## src/rtl/pr_noc_hub_if.sv

```systemverilog
// Bundled request/query/response signals between the PageRank ants and pr_noc_hub.
// master = ant side, slave = hub side.
`timescale 1ns/1ps
interface pr_noc_hub_if #(
    parameter int unsigned NODES  = 4,
    parameter int unsigned WIDTH  = 16,
    parameter int unsigned PAGE_W = 6
);
    logic [NODES-1:0]                  req_valid;
    logic [NODES*PAGE_W-1:0]           req_page;
    logic [NODES-1:0]                  req_ready;
    logic [NODES-1:0]                  query_valid;
    logic [NODES*PAGE_W-1:0]           query_page;
    logic [NODES*WIDTH-1:0]            reply;
    logic [NODES-1:0]                  response_valid;
    logic [NODES*(WIDTH+PAGE_W)-1:0]   response;
    logic                              busy;

    modport master (
        output req_valid, req_page, reply,
        input  req_ready, query_valid, query_page, response_valid, response, busy
    );

    modport slave (
        input  req_valid, req_page, reply,
        output req_ready, query_valid, query_page, response_valid, response, busy
    );
endinterface

```

## src/rtl/pr_noc_hub.sv

```systemverilog
// Round-robin request/response hub between PageRank ants: per-port request FIFOs, owner query,
// response return. Optional duplicate-request suppression under `PR_HUB_DEDUP_EN.
`timescale 1ns/1ps
module pr_noc_hub #(
    parameter int unsigned NODES          = 4,
    parameter int unsigned PAGES_PER_NODE = 16,
    parameter int unsigned WIDTH          = 16,
    parameter int unsigned FIFO_DEPTH     = 4
) (
    input logic         clk,
    input logic         reset,
    pr_noc_hub_if.slave bus
);
    localparam int unsigned PAGE_W = $clog2(NODES * PAGES_PER_NODE);
    localparam int unsigned PW     = $clog2(NODES);
    localparam int unsigned AW     = $clog2(FIFO_DEPTH);
    localparam int unsigned RESP_W = WIDTH + PAGE_W;

    typedef enum logic [1:0] {StIdle, StQuery, StDeliver} state_e;

    logic [PAGE_W-1:0] mem_q    [NODES][FIFO_DEPTH];
    logic [AW-1:0]     wr_ptr_q [NODES];
    logic [AW-1:0]     rd_ptr_q [NODES];
    logic [AW:0]       count_q  [NODES];

    logic [NODES-1:0] full, non_empty, push, store, pop;

    state_e                  state_q;
    logic [PW-1:0]           rr_q, cur_port_q;
    logic [PAGE_W-1:0]       cur_page_q;
    logic [NODES-1:0]        query_valid_q, response_valid_q;
    logic [NODES*PAGE_W-1:0] query_page_q;
    logic [NODES*RESP_W-1:0] response_q;

    logic              arb_fire, arb_found;
    logic [PW-1:0]     arb_base, arb_port, arb_idx, arb_owner, cur_owner;
    logic [PAGE_W-1:0] arb_page;
    logic [WIDTH-1:0]  owner_reply;
`ifdef PR_HUB_DEDUP_EN
    logic [AW-1:0]     last_idx;
`endif

    // Full is judged on the pre-pop count, so a pop never frees a slot in the same cycle.
    always_comb begin
        full      = '0;
        non_empty = '0;
        push      = '0;
        store     = '0;
        pop       = '0;
`ifdef PR_HUB_DEDUP_EN
        last_idx  = '0;
`endif
        for (int n = 0; n < NODES; n++) begin
            full[n]      = (count_q[n] == (AW+1)'(FIFO_DEPTH));
            non_empty[n] = (count_q[n] != '0);
            push[n]      = bus.req_valid[n] && !full[n];
`ifdef PR_HUB_DEDUP_EN
            last_idx = wr_ptr_q[n] - AW'(1);
            store[n] = push[n] && !(non_empty[n] &&
                       (mem_q[n][last_idx] == bus.req_page[n*PAGE_W +: PAGE_W]));
`else
            store[n] = push[n];
`endif
            pop[n] = arb_fire && (arb_port == PW'(n));
        end
    end

    // In DELIVER the priority already reflects the port being served now.
    always_comb begin
        arb_base  = (state_q == StDeliver) ? cur_port_q + PW'(1) : rr_q;
        arb_port  = arb_base;
        arb_idx   = arb_base;
        arb_found = 1'b0;
        for (int i = 0; i < NODES; i++) begin
            arb_idx = arb_base + PW'(i);
            if (!arb_found && non_empty[arb_idx]) begin
                arb_port  = arb_idx;
                arb_found = 1'b1;
            end
        end
        arb_fire    = arb_found && (state_q != StQuery);
        arb_page    = mem_q[arb_port][rd_ptr_q[arb_port]];
        arb_owner   = arb_page[PAGE_W-1 -: PW];
        cur_owner   = cur_page_q[PAGE_W-1 -: PW];
        owner_reply = bus.reply[cur_owner*WIDTH +: WIDTH];
    end

    always_ff @(posedge clk) begin
        for (int n = 0; n < NODES; n++) begin
            if (store[n]) mem_q[n][wr_ptr_q[n]] <= bus.req_page[n*PAGE_W +: PAGE_W];
        end
    end

    always_ff @(posedge clk or posedge reset) begin
        if (reset) begin
            for (int n = 0; n < NODES; n++) begin
                wr_ptr_q[n] <= '0;
                rd_ptr_q[n] <= '0;
                count_q[n]  <= '0;
            end
        end else begin
            for (int n = 0; n < NODES; n++) begin
                if (store[n]) wr_ptr_q[n] <= wr_ptr_q[n] + AW'(1);
                if (pop[n])   rd_ptr_q[n] <= rd_ptr_q[n] + AW'(1);
                count_q[n] <= count_q[n] + (AW+1)'(store[n]) - (AW+1)'(pop[n]);
            end
        end
    end

    always_ff @(posedge clk or posedge reset) begin
        if (reset) begin
            state_q          <= StIdle;
            rr_q             <= '0;
            cur_port_q       <= '0;
            cur_page_q       <= '0;
            query_valid_q    <= '0;
            query_page_q     <= '0;
            response_valid_q <= '0;
            response_q       <= '0;
        end else begin
            query_valid_q    <= '0;
            response_valid_q <= '0;
            // arb_fire is only ever true in IDLE or DELIVER.
            if (arb_fire) begin
                cur_port_q                                <= arb_port;
                cur_page_q                                <= arb_page;
                query_valid_q[arb_owner]                  <= 1'b1;
                query_page_q[arb_owner*PAGE_W +: PAGE_W]  <= arb_page;
                state_q                                   <= StQuery;
            end
            unique case (state_q)
                StIdle: ;
                StQuery: begin
                    response_valid_q[cur_port_q]                <= 1'b1;
                    response_q[cur_port_q*RESP_W +: RESP_W]     <= {owner_reply, cur_page_q};
                    state_q                                     <= StDeliver;
                end
                StDeliver: begin
                    rr_q <= cur_port_q + PW'(1);
                    if (!arb_fire) state_q <= StIdle;
                end
                default: state_q <= StIdle;
            endcase
        end
    end

    assign bus.req_ready      = ~full;
    assign bus.query_valid    = query_valid_q;
    assign bus.query_page     = query_page_q;
    assign bus.response_valid = response_valid_q;
    assign bus.response       = response_q;
    assign bus.busy           = (state_q != StIdle) || (|non_empty);
endmodule

```

## src/flat_wrapper.sv

```systemverilog
// flat-port wrapper written by rule: the top's interface ports become plain ports
module pr_noc_hub_flat 
#(
    parameter int unsigned NODES          = 4,
    parameter int unsigned PAGES_PER_NODE = 16,
    parameter int unsigned WIDTH          = 16,
    parameter int unsigned FIFO_DEPTH     = 4
)
  (clk, reset, bus_req_valid, bus_req_page, bus_reply, bus_req_ready, bus_query_valid, bus_query_page, bus_response_valid, bus_response, bus_busy);
  pr_noc_hub_if #(.NODES(NODES), .WIDTH(WIDTH), .PAGE_W(6)) bus_i ();
  input logic clk;
  input logic reset;
  input wire logic [$bits(bus_i.req_valid)-1:0] bus_req_valid;
  input wire logic [$bits(bus_i.req_page)-1:0] bus_req_page;
  input wire logic [$bits(bus_i.reply)-1:0] bus_reply;
  output wire logic [$bits(bus_i.req_ready)-1:0] bus_req_ready;
  output wire logic [$bits(bus_i.query_valid)-1:0] bus_query_valid;
  output wire logic [$bits(bus_i.query_page)-1:0] bus_query_page;
  output wire logic [$bits(bus_i.response_valid)-1:0] bus_response_valid;
  output wire logic [$bits(bus_i.response)-1:0] bus_response;
  output wire logic [$bits(bus_i.busy)-1:0] bus_busy;
  assign bus_i.req_valid = bus_req_valid;
  assign bus_i.req_page = bus_req_page;
  assign bus_i.reply = bus_reply;
  assign bus_req_ready = bus_i.req_ready;
  assign bus_query_valid = bus_i.query_valid;
  assign bus_query_page = bus_i.query_page;
  assign bus_response_valid = bus_i.response_valid;
  assign bus_response = bus_i.response;
  assign bus_busy = bus_i.busy;
  pr_noc_hub #(.NODES(NODES), .PAGES_PER_NODE(PAGES_PER_NODE), .WIDTH(WIDTH), .FIFO_DEPTH(FIFO_DEPTH)) u_core (.clk(clk), .reset(reset), .bus(bus_i));
endmodule
```

## config.mk

```make
export PLATFORM = sky130hd
export DESIGN_NAME = pr_noc_hub_flat
export DESIGN_NICKNAME = d
export VERILOG_FILES = /design/src/rtl/pr_noc_hub_if.sv /design/src/rtl/pr_noc_hub.sv /design/src/flat_wrapper.sv
export SDC_FILE = /design/constraint.sdc
export NUM_CORES = 1
export LEC_CHECK = 0
export CORE_MARGIN = 8
export CORE_UTILIZATION = 48
export CTS_BUF_LIST = sky130_fd_sc_hd__clkbuf_16
export DETAILED_ROUTE_END_ITERATION = 10
export GPL_TIMING_DRIVEN = 0
export MAX_ROUTING_LAYER = met4
export PLACE_DENSITY = 0.75
export RECOVER_POWER = 100
export SLEW_MARGIN = 30
export SYNTH_ARGS = -nofsm -noshare
export SYNTH_HDL_FRONTEND = slang
export SYNTH_SLANG_ARGS = --single-unit
```

## constraint.sdc

```tcl
create_clock -name clk -period 5.6 [get_ports clk]
set_input_delay 1.12 -clock clk [delete_from_list [all_inputs] [get_ports clk]]
set_output_delay 1.12 -clock clk [all_outputs]
set_load 0.1 [all_outputs]
```

==> flow_summary_export.csv <==
group,metric,value,unit
sta,fin_crit_sh,0.930,
route,routed_wl,36400,um
placed_design,post-dp-hpwl,28400,um
floorplanning,design.core.area,25200,um^2
logic_synthesis,synthTopCellsByCount,"nand2_1 (187), dfrtp_1 (159), edfxtp_1 (96)",
critical_path,reg2reg_from,"u_core.cur_port_q[0]",
route,routed-via-count,9701,
route,ant_nets,0,
logic_synthesis,ys_seq_area_frac,0.557,
flow_run,maxCapViolCount,1,
clock_network,tritoncts,"yes",
global_routing,use_met2,0.394,
logic_synthesis,ys.flop_type,"dfrtp_1",
global_routing,grt_max_degree,98,
global_routing,gr-usage-met1,0.299,
sta,grt_setup_unrepaired,"no",
critical_path,worstSetupPathType,"flip-flop to flip-flop",
floorplanning,die_w,176,um
final_layout,fill_cells,2012,
critical_path,cp-start-kind,"flip-flop",
route,wl_per_cell,21.7,um
floorplanning,rows,58,
critical_path,endpoint_kind,"flip-flop",
logic_synthesis,yosysUniqueCellTypes,63,
sta,hold_viol,0,
min_path,hold_end,"u_core.rd_ptr_q[7]",
clock_network,cts_htree_levels,1,
status,outcome,"finished with violations",
placed_design,gp_congestion,0.970,
global_routing,antenna_found_initial,0,
min_path,hold_depth,1,
final_layout,multi_input_area,5040,um^2
sta,setup_viol,0,
route,dr.pass1.iters,8,
final_layout,antennaDiodeCount,0,
clock_network,post-cts-setup-buffer-count,0,
logic_synthesis,synth_top_area_cell,"dfrtp_1",
global_routing,top_usage_layer,"met2",
final_layout,finish.net_count,1466,
floorplanning,die_area,31000,um^2
global_routing,grt_pass1_vias,9735,
logic_synthesis,synth-seq-cells,255,
final_layout,syn_to_final_growth,27.5,%
critical_path,rrSetupSlack,0.39,ns
clock_network,cts_sinks,255,
global_routing,grtUsageMet3,0.0333,
global_routing,overflow,0,
sta,maxSlewViolCount,64,
global_routing,grt_pass1_wl,56700,um
logic_synthesis,ys_top_cells_by_area,"dfrtp_1 (32%), edfxtp_1 (23%), nand2_1 (5.7%)",
route,drc,0,
critical_path,cp.required,6.04,ns
sta,period_needed,5.21,ns
logic_synthesis,syn_inst,1086,
critical_path,critPathArrivalTime,5.65,ns
clock_network,clkLatencyLatePin,0.53,ns
clock_network,numCtsBuffers,26,
sta,fmax,192,MHz
final_layout,drive_above_1_share,0.0777,
sta,worst_slew_pin_slew,2.82,ns
floorplanning,start_util,0.489,
status,violations,"max-capacitance violations, max-slew violations",
sta,fin_skew,0.00594,ns
logic_synthesis,ys_warn_count,0,
placed_design,numPortBuffers,218,
final_layout,seq_area,6860,um^2
floorplanning,io_pins,219,
global_routing,globalRouteTotalUtil,0.238,
floorplanning,die_h,176,um
min_path,holdCritStartpoint,"u_core.rd_ptr_q[7]",
clock_network,clockBufferDepth,3,
logic_synthesis,synth_nets,1220,
min_path,hold_class,"flip-flop to flip-flop",
logic_synthesis,async_flop_share,0.624,
sta,slew_headroom,-0.891,
critical_path,reg2reg_depth,18,
clock_network,clk_pin_slew_worst_paths,0.06,ns
logic_synthesis,synth_edf_count,96,
logic_synthesis,syn_area_per_cell,11.3,um^2
logic_synthesis,yosysMostFrequentCell,"nand2_1",
route,first_iter_violations,915,
final_layout,layout.cells.non_filler,1681,
critical_path,crit_path_max_fanout,12,
logic_synthesis,synth_top_area_frac,0.323,
critical_path,rr_endpoint,"u_core.bus.query_page[8]",
clock_network,root_buffer,"clkbuf_16",
placed_design,post-place-cells,1635,
route,via_per_inst,5.77,
logic_synthesis,syn_area,12300,um^2
through the flow:
stage          cell area [um^2]   util  TNS, ns  setup WS (ns)  hold slack (ns)
6_report                  15700  0.623        0          0.390            0.466
5_1_grt                   15700  0.623        0         0.0645            0.489
4_1_cts                   15700  0.625        0         0.0176            0.475
3_5_place_dp              14900  0.593    -3.14         -0.296            0.465
3_3_place_gp              14900  0.592  -295.92          -1.86            0.456
2_1_floorplan             12300      -        0          0.188            0.440
sequential cells by signal (all words and copies together), names as in the netlist:
name / cells
u_core.mem_q: 96
u_core.bus.response: 88
u_core.bus.query_page: 23
u_core.count_q: 12
u_core.rd_ptr_q: 8
u_core.wr_ptr_q: 8
u_core.cur_page_q: 6
u_core.bus.query_valid: 4
u_core.bus.response_valid: 4
u_core.cur_port_q: 2
u_core.rr_q: 2
u_core.state_q: 2
layout by cell type, fill, tap and decap left out, types with 5 or more instances in the layout:
cell type	netlist	routed
mux2_2	13	8
mux4_2	28	28
a221oi_1	9	9
xor2_1	8	8
clkbuf_16	0	26
clkdlybuf4s50_1	0	64
mux2_1	0	5
o21a_1	5	5
clkbuf_1	40	43
and2_1	8	8
dfrtp_1	159	159
a22o_1	25	25
nand2_1	187	187
buf_2	14	12
nor3_1	12	12
inv_1	42	51
xnor2_1	16	16
o22ai_1	10	10
ha_1	36	35
a21o_1	6	6
or2_2	9	9
and3_1	19	19
a221o_1	5	5
clkinv_1	2	6
nor2b_1	10	10
a22oi_1	18	18
a32oi_1	8	8
mux2i_1	29	28
a21oi_1	60	60
o21ai_0	77	82
nand3_1	11	11
dlygate4sd3_1	0	151
a211oi_1	6	6
o221ai_1	6	6
nor2_1	54	54
edfxtp_1	96	96
area by class of cell:
cell class | count | share of cell area
inverter | 44 | 0.0108
timing repair buffer | 219 | 0.138
buffer | 59 | 0.0159
clock buffer | 26 | 0.0414
clock inverter | 21 | 0.00940
sequential | 255 | 0.437
tap | 330 | 0.0263
multi-input combinational | 727 | 0.321
how the worst max path moves through the flow:
stage          slack (ns)                  from                       end  cells past startpoint
2_1_floorplan        0.19                 reset  u_core.bus.query_page[0]                      1
3_3_place_gp        -1.86                 reset    u_core.bus.response[0]                      2
3_5_place_dp        -0.30  u_core.cur_port_q[0]  u_core.bus.query_page[8]                     19
4_1_cts              0.02  u_core.cur_port_q[0]  u_core.bus.query_page[8]                     18
5_1_grt              0.06  u_core.cur_port_q[0]         u_core.count_q[2]                     18
6_report             0.39  u_core.cur_port_q[0]  u_core.bus.query_page[8]                     18
critical path, stage by stage, from the launching register on:
cell	delay [ns]
dfrtp_1	0.37
buf_2	0.29
clkinvlp_4	0.25
clkbuf_2	0.29
ha_4	0.41
mux2i_4	0.11
a2bb2oi_2	0.19
o221ai_4	0.38
mux4_2	0.61
buf_2	0.21
buf_2	0.21
mux2i_1	0.17
mux2i_4	0.27
inv_1	0.20
ha_1	0.27
inv_1	0.11
nand2_1	0.12
or3_1	0.44
o21ai_0	0.20
layer usage:
layer	part of all wire	up-vias
met5	0	-
met4	0.031	0
li1	-	4419
met1	0.40	4761
met3	0.073	73
met2	0.50	448
timing repair:
| item | in CTS | in global routing |
|---|---|---|
| cloned | 0 | 0 |
| setup endpoints to repair | 18 | 18 |
| hold endpoints to repair | 0 | 0 |
| hold buffers | 0 | 0 |
| resized for setup | 1 | 6 |
logic make-up after synthesis:
kind of cell | count (synthesis) | synth area share
buf+inv | 104 | 0.0340
mux | 71 | 0.0885
fa+ha+maj | 40 | 0.0431
xor+xnor | 24 | 0.0171
simple gates | 327 | 0.117
flops | 255 | 0.557
compound gates | 265 | 0.143
Power is not shown: default switching activity piles up to over one toggle a cycle in this logic, so the estimate is an artifact.
